### src/rtl/layer_compositor.sv
// rtl/layer_compositor.sv - sprite/stage layer compositor with a 3-stage pixel pipeline (optional LAYER_COMPOSITOR_OVERLAP_EN overlap counter)
module layer_compositor #(
    parameter int NUM_SPR     = 4,
    parameter int SPR_SIZE    = 16,
    parameter int SCALE_SHIFT = 1,
    parameter int WIN_X0      = 56,
    parameter int WIN_W       = 208,
    parameter int WIN_H       = 240,
    localparam int SEL_W      = (NUM_SPR > 1) ? $clog2(NUM_SPR) : 1,
    localparam int SPR_LOG    = $clog2(SPR_SIZE),
    localparam int SA_W       = 4 + 2 * SPR_LOG
) (
    input  logic             Clk,
    input  logic             Reset,
    input  logic [9:0]       DrawX,
    input  logic [9:0]       DrawY,
    input  logic             blank,
    input  logic             frame_tick,
    input  logic             wr_req,
    input  logic [SEL_W-1:0] wr_sel,
    input  logic [8:0]       wr_x,
    input  logic [8:0]       wr_y,
    input  logic [3:0]       wr_tile,
    input  logic             wr_en,
    output logic             wr_ack,
    output logic [15:0]      stage_addr,
    input  logic [1:0]       stage_q,
    output logic [SA_W-1:0]  sprite_addr,
    input  logic [2:0]       sprite_q,
    output logic [3:0]       pix_index
`ifdef LAYER_COMPOSITOR_OVERLAP_EN
    ,
    output logic [15:0]      overlap_count
`endif
);

    typedef struct packed {
        logic [8:0] x;
        logic [8:0] y;
        logic [3:0] tile;
        logic       en;
    } spr_t;

    spr_t pend [NUM_SPR];
    spr_t act  [NUM_SPR];

    logic [9:0] sx;
    logic [9:0] xs;
    logic [9:0] ys;
    logic       in_win;

    logic [NUM_SPR-1:0] hits;
    logic               hit_any;
    logic [3:0]         sel_tile;
    logic [SPR_LOG-1:0] sel_dx;
    logic [SPR_LOG-1:0] sel_dy;

    logic s1_in_win;
    logic s1_hit;
    logic s2_in_win;
    logic s2_hit;

    assign sx     = DrawX >> SCALE_SHIFT;
    assign ys     = DrawY >> SCALE_SHIFT;
    assign xs     = sx - 10'(WIN_X0);
    assign in_win = blank && (sx >= 10'(WIN_X0)) && (sx < 10'(WIN_X0 + WIN_W)) && (ys < 10'(WIN_H));

    // Per-channel hit test on the active sets; scanning high to low leaves the lowest-index hit selected
    always_comb begin
        hits     = '0;
        hit_any  = 1'b0;
        sel_tile = '0;
        sel_dx   = '0;
        sel_dy   = '0;
        for (int i = NUM_SPR - 1; i >= 0; i--) begin
            hits[i] = act[i].en
                   && (xs >= {1'b0, act[i].x}) && (xs < ({1'b0, act[i].x} + 10'(SPR_SIZE)))
                   && (ys >= {1'b0, act[i].y}) && (ys < ({1'b0, act[i].y} + 10'(SPR_SIZE)));
            if (hits[i]) begin
                hit_any  = 1'b1;
                sel_tile = act[i].tile;
                sel_dx   = SPR_LOG'(xs - {1'b0, act[i].x});
                sel_dy   = SPR_LOG'(ys - {1'b0, act[i].y});
            end
        end
    end

    // Register-write handshake: ack every other cycle while requested; frame_tick latches the pre-write pending sets
    always_ff @(posedge Clk) begin
        if (Reset) begin
            wr_ack <= 1'b0;
            for (int i = 0; i < NUM_SPR; i++) begin
                pend[i] <= '0;
                act[i]  <= '0;
            end
        end else begin
            wr_ack <= wr_req && !wr_ack;
            if (frame_tick) begin
                for (int i = 0; i < NUM_SPR; i++) begin
                    act[i] <= pend[i];
                end
            end
            if (wr_req && !wr_ack) begin
                for (int i = 0; i < NUM_SPR; i++) begin
                    if (wr_sel == SEL_W'(i)) begin
                        pend[i] <= {wr_x, wr_y, wr_tile, wr_en};
                    end
                end
            end
        end
    end

    // S1 addresses, S2 flags aligned with the RAM read data, S3 final palette index
    always_ff @(posedge Clk) begin
        if (Reset) begin
            s1_in_win   <= 1'b0;
            s1_hit      <= 1'b0;
            stage_addr  <= '0;
            sprite_addr <= '0;
            s2_in_win   <= 1'b0;
            s2_hit      <= 1'b0;
            pix_index   <= '0;
        end else begin
            s1_in_win   <= in_win;
            s1_hit      <= hit_any;
            stage_addr  <= in_win ? (16'(ys) * 16'(WIN_W) + 16'(xs)) : 16'd0;
            sprite_addr <= hit_any ? {sel_tile, sel_dy, sel_dx} : '0;
            s2_in_win   <= s1_in_win;
            s2_hit      <= s1_hit;
            if (!s2_in_win) begin
                pix_index <= 4'd0;
            end else if (s2_hit && (sprite_q != 3'd0)) begin
                pix_index <= {1'b1, sprite_q};
            end else begin
                pix_index <= {2'b00, stage_q};
            end
        end
    end

`ifdef LAYER_COMPOSITOR_OVERLAP_EN
    logic [3:0]  hit_cnt;
    logic [15:0] ovl_cnt;

    // Number of channels covering the current pixel
    always_comb begin
        hit_cnt = '0;
        for (int i = 0; i < NUM_SPR; i++) begin
            hit_cnt = hit_cnt + {3'b000, hits[i]};
        end
    end

    // Saturating overlap counter, published and cleared at each frame start
    always_ff @(posedge Clk) begin
        if (Reset) begin
            ovl_cnt       <= '0;
            overlap_count <= '0;
        end else if (frame_tick) begin
            overlap_count <= ovl_cnt;
            ovl_cnt       <= '0;
        end else if (in_win && (hit_cnt >= 4'd2) && (ovl_cnt != 16'hFFFF)) begin
            ovl_cnt <= ovl_cnt + 16'd1;
        end
    end
`endif

endmodule

### config.mk
export PLATFORM = sky130hd
export DESIGN_NAME = layer_compositor
export DESIGN_NICKNAME = d
export VERILOG_FILES = /design/src/rtl/layer_compositor.sv
export SDC_FILE = /design/constraint.sdc
export NUM_CORES = 1
export LEC_CHECK = 0
export CORE_ASPECT_RATIO = 1.75
export CORE_MARGIN = 4
export CORE_UTILIZATION = 30
export DETAILED_ROUTE_END_ITERATION = 6
export PLACE_DENSITY = 0.53
export SLEW_MARGIN = 20
export SYNTH_ARGS = -nofsm -noshare
export SYNTH_HDL_FRONTEND = slang
export SYNTH_SLANG_ARGS = --single-unit
### constraint.sdc
create_clock -name Clk -period 4.6 [get_ports Clk]
set_input_delay 1.38 -clock Clk [delete_from_list [all_inputs] [get_ports Clk]]
set_output_delay 1.38 -clock Clk [all_outputs]
set_load 0.05 [all_outputs]
* Yosys cells after proc, flatten, opt, wreduce, memory -nomap -nowiden *
Memories as Yosys holds them, arrays and structs flattened.
Cells that the tools add are included.

operators by class
  equal/unequal tests = 3
  $lt $le $gt $ge = 19
  multipliers = 1
  muxes and demuxes = 46
  reductions and logical operators = 28
  add/sub/neg operators = 18
  bitwise gates (word level) = 12

operators by type and width
  kind                                                                    count
  23-bit two-way mux                                                      8
  9-bit by 5-bit adder with 10-bit output (second input constant)         8
  4-bit two-way mux                                                       13
  10-bit by 9-bit >= comparator with 1-bit output                         4
  10-bit < comparator                                                     4
  9-bit by 10-bit < comparator with 1-bit output                          4
  9-bit >= comparator                                                     4
  4-bit subtractor                                                        8
  1-bit two-way mux                                                       25
  1-bit logical AND                                                       21
  16-bit by 10-bit adder with 16-bit output                               1
  9-bit by 4-bit multiplier with 12-bit output (second input constant)    1
  9-bit by 6-bit subtractor with 10-bit output (second input constant)    1
  9-bit by 6-bit >= comparator with 1-bit output (second input constant)  1
  9-bit by 8-bit < comparator with 1-bit output (second input constant)   1
  9-bit < comparator (second input constant)                              1
  1-bit OR                                                                8
  2-bit OR reduction                                                      3
  2-bit == test (second input constant)                                   2
  1-bit NOT                                                               4
  3-bit nonzero test                                                      1
  3-bit OR reduction                                                      1
  2-bit by 1-bit == test with 1-bit output (second input constant)        1
  2-bit zero test                                                         1
  1-bit zero test                                                         1

storage, ports and cells
  word-level logic and storage cells = 138
  memories kept = 2
  RAM bits = 184
  register bits after elaboration = 37
  input port bits = 55

memory list
  name  depth  width  rd ports  clocked after memory_dff  wr ports  RTL line  source
  act   4      23     4         0                         4         45        spr_t act [NUM_SPR];
  pend  4      23     4         0                         4         44        spr_t pend [NUM_SPR];

* Logic depth before layout (Yosys ltp) *
  word-level depth = 12
  depth in mapped cells = 14

* Worst setup path after synthesis *
OpenSTA, ideal clock, no wires.

  path type = input to register
  from = input port DrawX[4]
  to = register sprite_addr[5]
  path slack = 0.340 ns
  arrival time = 4.196 ns
  stages = 12
  required time = 4.536 ns
  buffers on the path = 1
  cells stage by stage = ha_1 xor2_1 ha_1 a21oi_2 nor2b_1 a2111oi_4 a21oi_2 or3_4 a41o_1 buf_6 a221o_1 nor2_1

between the ends
  cells in the longest elaborated chain, start to end = 12
  elaborated cells between the ends (all ways) = 35
  classes of those cells = add/sub (1); order compare (8); mux (8); bitwise (1); reduce/logical (17)

ends and longest elaborated chain
  what                                             RTL line  source
  from (decl)                                      15        input logic [9:0] DrawX,
  9-bit by 6-bit subtractor with 10-bit output *   65        assign xs = sx - 10'(WIN_X0);
  10-bit by 9-bit >= comparator with 1-bit output  77        && (xs >= {1'b0, act[i].x}) && (xs < ({1'b0, act[i].x} + 10'(SPR_SIZE)))
  1-bit logical AND (2 in a row)                   77
  1-bit logical AND (2 in a row)                   78        && (ys >= {1'b0, act[i].y}) && (ys < ({1'b0, act[i].y} + 10'(SPR_SIZE)));
  1-bit two-way mux (4 in a row)                   79        if (hits[i]) begin
  1-bit NOT (no line)                              -
  2-bit OR reduction (no line)                     -
  to (signal assigned)                             127       sprite_addr <= hit_any ? {sel_tile, sel_dy, sel_dx} : '0;
  to (decl)                                        28        output logic [SA_W-1:0] sprite_addr,

Every way passes the cells marked *; elsewhere a longest branch is shown, timed or not.
A chain may end at the register's enable or synchronous reset.

* Worst setup path after layout *
  from = input port DrawX[4]
  to = register sprite_addr[4]

The elaborated chain is that of the path after synthesis.

==> results_dict.tcl <==
set metrics [dict create \
    drt_pass1_iterations 4 \
    antenna_found_initial 2 \
    nNetsFinal 1575 \
    ctsResizeCount 0 \
    synth_top_flop_cell "edfxtp_1" \
    tritoncts "yes" \
    r2r_start "act[3][9]$_SDFFCE_PN0P_" \
    min_to "s2_in_win$_SDFF_PP0_" \
    crit_required_ns 5.02 \
    worstHoldPathType "reg2reg" \
    portBuffers 85 \
    start_util 0.304 \
    cap_violations 0 \
    final_core_util 0.376 \
    synth_cell_types 63 \
    seq_power_share 0.447 \
    remaining_drc_errors 0 \
    clkTransAtPathRegs_ns 0.07 \
    worst_pin_slew_ns 0.856 \
    drtIter0Drc 306 \
    antenna_left 0 \
    cts_hold_buf 0 \
    power_frac_comb 0.222 \
    synth_cells 1151 \
    fillers 4152 \
    crit_type "in2reg" \
    rsz0062_at_grt "false" \
    power.switching_mw 1.42 \
    detail_route.vias_per_cell 4.58 \
    grt_usage 0.137 \
    clock_path_buffers 3 \
    skew_ns 0.0101 \
    drive_gt1_frac 0.123 \
    die_x_um 165 \
    worst-r2r-cell-count 13 \
    crit_fanout 7 \
    ioPinCount 88 \
    synth_edf_count 184 \
    syn-num-nets 1374 \
    place_hpwl_um 25200 \
    finalNonFillerCells 1927 \
    met2_usage 0.255 \
    clkLatencyLatePin_ns 0.51 \
    switching_share 0.272 \
    ys_warn_count 0 \
    leakage_nw 6.59 \
    hold_viol 0 \
    worst_setup_path_start_kind "input port" \
    rows 100 \
    period_minus_slack_ns 4.50 \
    finalCritPeriodShare 0.977 \
    cts_setup_buffers 0 \
    endpoint_kind "register" \
    slew-limit-headroom 0.426 \
    grt_pass1_wl_um 49800 \
    vdd_drop_max_v 0.000201 \
    r2r_setup_slack_ns 1.10 \
    routed_wirelength_um 31700 \
    async_reset_ff_frac 0 \
    cts_buffers 22 \
    ys_seq_elements 221 \
    r2r-end "sprite_addr[4]$_SDFF_PP0_" \
    cts_sinks 221 \
    die_area_um2 46700 \
    holdPathStages 1 \
    worstHoldStart "s1_in_win$_SDFF_PP0_" \
    htreeDepth 1 \
    dieHeight_um 283 \
    max_freq_mhz 222 \
    placed_cells 1889 \
    top_usage_layer "met2" \
    gr-usage-met1 0.144 \
    finalSetupViolCount 0 \
    grt_pass1_vias 9381 \
    power_density_nw_per_um2 325 \
    grt-ovfl-total 0 \
    grt_max_degree 93 \
    outcome "complete, no violations" \
    pwr-share-clk 0.331 \
    finalMaxSlewViolations 0 \
    num_vias 8829 \
    fin_tns_setup_ns 0 \
    gp_congestion 0.812 \
    routedWlPerCell_um 16.4 \
    core_area_um2 42700 \
    synth_area_per_cell_um2 11.3 \
    seq_area_frac_synth 0.484 \
    p_int_mw 3.79 \
    area_delta_synth_final_pct 23.7 \
    grtUsageMet3 0.0207 \
    arrival_ns 4.92 \
    root_buffer "clkbuf_16" \
    synth_area_um2 13000 \
]
-- registers in the layout, indices dropped and copies added (netlist names) --
| name | cells |
|---|---|
| act | 92 |
| pend | 92 |
| stage_addr | 16 |
| sprite_addr | 12 |
| pix_index | 4 |
| s1_hit | 1 |
| s1_in_win | 1 |
| s2_hit | 1 |
| s2_in_win | 1 |
| wr_ack | 1 |
-- cell families after synthesis --
logic type | Yosys count | share of synthesized area
adder cells (fa/ha/maj) | 168 | 0.171
AND/OR/NAND/NOR | 372 | 0.163
flip-flops | 221 | 0.484
XOR/XNOR | 59 | 0.0399
buffers and inverters | 158 | 0.0466
AO/OA/AOI/OAI | 173 | 0.0961
-- layout make-up --
| type | instances | area, um^2 | share of cell area |
|---|---|---|---|
| sequential | 221 | 6270 | 0.391 |
| multi-input combinational | 772 | 6120 | 0.382 |
| inverter | 132 | 495 | 0.0309 |
| tap | 561 | 702 | 0.0438 |
| antenna | 2 | 5.00 | 0.000312 |
| clock inverter | 8 | 81.3 | 0.00508 |
| clock buffer | 28 | 594 | 0.0371 |
| timing repair buffer | 203 | 1760 | 0.110 |
-- synthesized netlist by cell type (9+ instances only) --
master	instances	area, um^2
and2_1	191	1190
edfxtp_1	184	5530
ha_1	153	1910
inv_1	132	495
nor2_1	55	206
xnor2_1	45	394
dfxtp_1	37	741
a21oi_1	36	180
nand3_1	34	170
clkbuf_1	23	86.3
nor3_1	23	115
o21ai_0	23	115
nand2_1	18	67.6
a211oi_1	17	128
fa_1	15	300
xor2_1	14	123
nand2b_1	13	81.3
a21o_1	12	90.1
nor2b_1	10	62.6
nand4_1	9	56.3
-- cell usage in the layout, fill, tap and decap left out, types with 7 or more instances in the layout --
| master | count |
|---|---|
| clkdlybuf4s50_1 | 85 |
| a211oi_1 | 17 |
| fa_1 | 15 |
| edfxtp_1 | 184 |
| nor2_1 | 55 |
| and2_1 | 191 |
| nand2b_1 | 13 |
| nand4_1 | 9 |
| a21o_1 | 12 |
| clkbuf_16 | 23 |
| o21ai_0 | 23 |
| o22ai_1 | 7 |
| ha_1 | 153 |
| nor2b_1 | 9 |
| xor2_1 | 14 |
| nor3_1 | 19 |
| nand3_1 | 34 |
| a21oi_1 | 36 |
| buf_4 | 116 |
| xnor2_1 | 45 |
| dfxtp_1 | 37 |
| nand2_1 | 18 |
| inv_1 | 132 |
-- worst max-delay path: stages --
cell and delay (ns):
clkdlybuf4s50_1 0.54, nand3_1 0.11, buf_4 0.14, xor2_1 0.54
ha_1 0.36, nor2b_1 0.16, a2111oi_4 0.35, a21oi_2 0.18
or3_4 0.40, a41o_1 0.31, a221o_1 0.28, a21oi_1 0.16
-- worst max-delay path by stage --
stage	slack, ns	to	startpoint	depth (start not counted)
final	0.10	sprite_addr[4]$_SDFF_PP0_	DrawX[4]	12
after global routing	0.003	sprite_addr[4]$_SDFF_PP0_	DrawX[4]	13
after CTS	0.14	sprite_addr[4]$_SDFF_PP0_	DrawX[4]	12
after detailed placement	-0.38	sprite_addr[4]$_SDFF_PP0_	DrawX[4]	12
after global placement	-0.32	sprite_addr[0]$_SDFF_PP0_	DrawX[4]	12
after floorplan	0.34	sprite_addr[5]$_SDFF_PP0_	DrawX[4]	12
-- metal layers --
layer	vias to the layer above	share of wire
met5	-	0
met4	0	0.054
met3	70	0.043
met2	167	0.53
met1	4140	0.37
li1	4452	-
-- power groups by stage --
stage	combinational, mW	sequential (mW)	clock, mW
after floorplan	0.678	2.38	0
after global placement	1.15	2.37	0
after detailed placement	1.17	2.37	0
after CTS	1.18	2.33	1.79
after global routing	1.30	2.34	1.87
final	1.16	2.33	1.73
-- per-stage QoR --
step | hold WS [ns] | cell area [um^2] | total power, mW | setup WS, ns
finish | 0.447 | 16000 | 5.21 | 0.104
global route | 0.456 | 16000 | 5.51 | 0.00330
CTS | 0.453 | 16000 | 5.30 | 0.144
detailed placement | 0.435 | 15300 | 3.55 | -0.380
global placement | 0.429 | 15300 | 3.52 | -0.323
floorplan | 0.414 | 13000 | 3.05 | 0.340
Power figures use the tool's default switching activity.
==> variant 1 (config.mk and constraints unchanged) <==
The parameter `SPR_SIZE` goes from 16 to 32.
--- a/src/rtl/layer_compositor.sv
+++ b/src/rtl/layer_compositor.sv
@@ -3,3 +3,3 @@
     parameter int NUM_SPR     = 4,
-    parameter int SPR_SIZE    = 16,
+    parameter int SPR_SIZE    = 32,
     parameter int SCALE_SHIFT = 1,
Interface: changed (resized sprite_addr); port bits go from 88 to 90. No check against the original RTL was run, so the function may have changed too.
==> variant 1 against the original RTL <==
- sequential share of layout area down 1.2 points
- non-clock buffer count grew 71
- worst setup slack improved by 0.013 ns
- clock skew is 0.0050 ns higher
- power is 1.4% higher
- critical path depth up 4
- utilization increased by 1.5 points
- design area grew 3.9%
- final cell count up 3.2%
- synthesized area grew 0.23%
- combinational power grew 9%
- sequential cell count increased by 2
- routed wire length rose by 6.3%
- largest cell class unchanged
==> variant 1: results (changes against the original RTL) <==
* Worst skew pair latency at 0.52 ns
* Max rail drop VDD at 0.221 mV (was 0.201 mV)
* Crit. Startpoint: DrawY[1] (was DrawX[4])
* H-tree depth at 1 (unchanged)
* Root Buffer: clkbuf_16 (unchanged)
* IO Port Bufs at 87 (was 85)
* CP Max Fanout at 5 (was 7)
* Placer's final routability congestion estimate at 0.864 (was 0.812)
* Hold Buf Count CTS at 0 (unchanged)
* Largest net degree at the start of global routing at 93 (unchanged)
* GR Util All Layers at 14.5% (was 13.7%)
* Uppermost layer routed: met4 (unchanged)
* Met2 wire len at 18700 µm (was 16800 µm)
* Worst Hold Class: flop to flop (unchanged)
* Met3 WL post-DR at 1220 µm (was 1360 µm)
* Static leakage at 0.00700 µW (was 0.00659 µW)
* Highest cell delay on the worst timing path at 0.50 ns (was 0.54 ns)
* Commonest cells in the netlist: and2_1 (188), edfxtp_1 (184), ha_1 (145) (was and2_1 (191), edfxtp_1 (184), ha_1 (153))
* Mean Syn Cell Area at 11.4 µm² (was 11.3 µm²)
* Worst slew pin tran at 0.837 ns (was 0.856 ns)
* Top flop regs: act (92), pend (92), stage_addr (16) (unchanged)
* R2R Setup Slk at 1.01 ns (was 1.10 ns)
* Slew Limit Fails at 0 (unchanged)
* Placed Area at 15900 µm² (was 15300 µm²)
* Critical Path AT at 4.95 ns (was 4.92 ns)
* Largest cells by area after synthesis: edfxtp_1 (43%), ha_1 (14%), and2_1 (9.1%) (was edfxtp_1 (43%), ha_1 (15%), and2_1 (9.2%))
* Hold Crit Start: s1_hit$_SDFF_PP0_ (was s1_in_win$_SDFF_PP0_)
* Pre-CTS WS at -0.820 ns (was -0.380 ns)
* Layout cells sized above 1 at 18.9% (was 12.3%)
* Cell Count, Final, Fillers Out at 1988 (was 1927)
* Post-route minimum period at 4.48 ns (was 4.50 ns)
* Status: finished clean (unchanged)
* TritonCTS Buffers at 21 (was 22)
* First-pass GRT wire length at 52200 µm (was 49800 µm)
* Post-synthesis cell type count at 73 (was 63)
* DR iter-0 viols at 317 (was 306)
* Nets at 1628 (was 1575)
* Sequential cell area fraction in the yosys report at 48.6% (was 48.4%)
* R2r startpoint: act[2][10]$_SDFFCE_PN0P_ (was act[3][9]$_SDFFCE_PN0P_)
* WL per Instance at 16.9 µm (was 16.4 µm)
* Post-synth ARST share at 0% (unchanged)
* Antenna violations before repair at 0 (was 2)
* Skew final at 0.0151 ns (was 0.0101 ns)
* Bufs on Longest Clock Path at 3 (unchanged)
* Vias per cell at 4.58 (about the same)
* Post-DP HPWL at 26900 µm (was 25200 µm)
* Diode count at 0 (was 2)
* Hold Worst Slack at 0.450 ns (was 0.447 ns)
* Placed cell count at 1947 (was 1889)
* Wl on met1 at 11800 µm (about the same)
* Syn Nets at 1356 (was 1374)
* Vias in the first global route at 9782 (was 9381)
* Crit path max-delay family: simple AND/OR/NAND/NOR gates (was compound AO/OA/AOI/OAI gates)
* Syn. warnings at 0 (unchanged)
* CP max stage cell: or4_4 (was clkdlybuf4s50_1)
[variant 1: power breakdown]
part           switching (µW)  total [µW]  internal, µW
Clock                     768        1670           904
Combinational             639        1270           634
Sequential               44.3        2340          2300
Total                    1450        5290          3840
[variant 1: final timing paths]
check	to	cells past startpoint
setup / recovery	sprite_addr[8]$_SDFF_PP0_	16
hold reg to reg	s2_hit$_SDFF_PP0_	1
hold / removal	s2_hit$_SDFF_PP0_	1
setup reg to reg	sprite_addr[8]$_SDFF_PP0_	13
[variant 1: cell type report]
cell class / count / area [µm²]
clock inverter: 12 / 97.6
fill: 4106 / 26000
inverter: 131 / 492
sequential: 223 / 6310
multi-input combinational: 762 / 6200
timing repair buffer: 274 / 2300
tap: 561 / 702
clock buffer: 25 / 541
[variant 1: kinds of logic (layout without fill, tap and decap cells)]
logic type / after synthesis / in the layout / synth area share (%)
XOR/XNOR: 51 / 51 / 3.44
AND/OR/NAND/NOR: 359 / 359 / 16.5
AO/OA/AOI/OAI: 192 / 192 / 10.4
flip-flops: 223 / 223 / 48.6
adder cells (fa/ha/maj): 160 / 160 / 16.3
buffers and inverters: 156 / 442 / 4.78
[variant 1: layer usage]
metal / GRT usage (%) / vias to the layer above
met5: 0 / -
met1: 14.4 / 4304
met2: 27.8 / 150
met4: 7.80 / 0
li1: - / 4578
met3: 2.11 / 64
[variant 1: repair_timing]
| action | 4_1_cts | 5_1_grt |
|---|---|---|
| pin swaps | 1 | 6 |
| gates resized for setup | 5 | 21 |
| setup endpoints to repair | 13 | 17 |
| setup buffers | 1 | 3 |
==> variant 2 (same flow settings) <==
Without the edit above. Take the reset off `stage_addr` and load it in a clocked block of its own.
--- a/src/rtl/layer_compositor.sv
+++ b/src/rtl/layer_compositor.sv
@@ -117,3 +117,2 @@
             s1_hit      <= 1'b0;
-            stage_addr  <= '0;
             sprite_addr <= '0;
@@ -125,3 +124,2 @@
             s1_hit      <= hit_any;
-            stage_addr  <= in_win ? (16'(ys) * 16'(WIN_W) + 16'(xs)) : 16'd0;
             sprite_addr <= hit_any ? {sel_tile, sel_dy, sel_dx} : '0;
@@ -137,2 +135,6 @@
         end
+    end
+
+    always_ff @(posedge Clk) begin
+        stage_addr <= in_win ? (16'(ys) * 16'(WIN_W) + 16'(xs)) : 16'd0;
     end
Function: changed (a bounded check fails within 4 cycles, from zero or initial values and one cycle with Reset high).
==> variant 2 against the original RTL <==
- synthesized area fell by 0.64%
- register-to-register slack improved by 0.21 ns
- worst setup slack improved by 0.13 ns
- clock skew rose by 0.015 ns
- routed wire length rose by 4.2%
- sequential cell count did not move
- power rose by 3.5%
- design area rose by 0.20%
- die area fell by 0.61%
- critical endpoint is now sprite_addr[3]$_SDFF_PP0_
==> variant 2: results (changes against the original RTL) <==
* Worst-case reg-to-reg path depth at 15 (was 13)
* Post-synthesis cell type count at 61 (was 63)
* Crit path max-delay family: buffers and inverters (was compound AO/OA/AOI/OAI gates)
* Met1 Use GR at 14.3% (was 14.4%)
* DR iter-0 viols at 328 (was 306)
* Placed cell count at 1874 (was 1889)
* Max rail drop VDD at 0.298 mV (was 0.201 mV)
* Drt drc at 0 (unchanged)
* Crit path to: sprite_addr[3]$_SDFF_PP0_ (was sprite_addr[4]$_SDFF_PP0_)
* Slew HR at 46.5% (was 42.6%)
* Critical Path AT at 4.78 ns (was 4.92 ns)
* Skew final at 0.0248 ns (was 0.0101 ns)
* Mapped Cells at 1137 (was 1151)
* Post-synth ARST share at 0% (unchanged)
* Vias in the first global route at 9384 (was 9381)
* Placer's final routability congestion estimate at 0.876 (was 0.812)
* GR Util met2 at 28.3% (was 25.5%)
* Vias post-DR at 8799 (was 8829)
* Static leakage at 0.00668 µW (was 0.00659 µW)
* R2R Setup Slk at 1.31 ns (was 1.10 ns)
* Clock Power Share at 35.3% (was 33.1%)
* Diode count at 0 (was 2)
* Largest cells by area after synthesis: edfxtp_1 (43%), ha_1 (15%), and2_1 (9.0%) (was edfxtp_1 (43%), ha_1 (15%), and2_1 (9.2%))
* Combinational cell fraction of total power at 21.4% (was 22.2%)
* Nets at 1561 (was 1575)
* Met2 wire len at 18000 µm (was 16800 µm)
* Hold EP: s2_hit$_SDFF_PP0_ (was s2_in_win$_SDFF_PP0_)
* Grt met3 use at 1.71% (was 2.07%)
* CP Max Fanout at 5 (was 7)
* Post-DP HPWL at 26300 µm (was 25200 µm)
* GR Util All Layers at 14.3% (was 13.7%)
* RR Endpoint: sprite_addr[9]$_SDFF_PP0_ (was sprite_addr[4]$_SDFF_PP0_)
* TritonCTS Buffers at 23 (was 22)
* WL per Instance at 17.2 µm (was 16.4 µm)
* Syn Nets at 1360 (was 1374)
* First-pass GRT wire length at 50700 µm (was 49800 µm)
* Layout cells sized above 1 at 12.3% (about the same)
* Wl on met1 at 11900 µm (was 11800 µm)
* Hold Worst Slack at 0.458 ns (was 0.447 ns)
* Highest cell delay on the worst timing path at 0.52 ns (was 0.54 ns)
* Met3 WL post-DR at 1190 µm (was 1360 µm)
* R2r startpoint: act[2][20]$_SDFFCE_PN0P_ (was act[3][9]$_SDFFCE_PN0P_)
* Uppermost layer routed: met4 (unchanged)
* Sequential cell area fraction in the yosys report at 48.7% (was 48.4%)
* Final hold violations at 0 (unchanged)
* Total Wirelength at 33000 µm (was 31700 µm)
* Hold Crit Start: s1_hit$_SDFF_PP0_ (was s1_in_win$_SDFF_PP0_)
* NetSw at 1470 µW (was 1420 µW)
* Antenna violations before repair at 0 (was 2)
* Status: finished clean (unchanged)
* CP max stage cell: clkdlybuf4s50_1 (unchanged)
* Crit. Startpoint: DrawX[1] (was DrawX[4])
* Main synth FF type: edfxtp_1 (unchanged)
* IO Port Bufs at 85 (unchanged)
* Commonest cells in the netlist: and2_1 (185), edfxtp_1 (184), ha_1 (153) (was and2_1 (191), edfxtp_1 (184), ha_1 (153))
variant 2: cells by family after synthesis:
family                     after synthesis  synth area share, %
AOI/OAI and AO/OA                      172                 9.49
DFF                                    221                 48.7
adders and majority gates              168                 17.2
and+or+nand+nor                        362                 16.1
xor gates and xnor gates                57                 3.88
buffers and inverters                  157                 4.69
variant 2: area by class of cell:
class                   count  area (µm²)
clock inverters            15         176
clock buffers              25         583
multi-input cells         759        6070
flip-flops and latches    221        6270
well taps                 561         702
inverters                 132         495
fillers                  4215       26500
repair buffers            201        1760
variant 2: metrics by stage:
stage	area (µm²)	power [µW]	worst slack [ns]
finish	16100	5390	0.236
global route	16100	5690	0.0108
CTS	16000	5480	0.215
detailed placement	15300	3550	-0.313
global placement	15300	3520	-0.338
floorplan	12900	3050	0.455
variant 2: what timing repair did:
| item | 4_1_cts | 5_1_grt |
|---|---|---|
| endpoints found under the setup margin | 0 | 2 |
| buffers inserted | 0 | 0 |
| resized for setup | 0 | 2 |
| hold buffers | 0 | 0 |
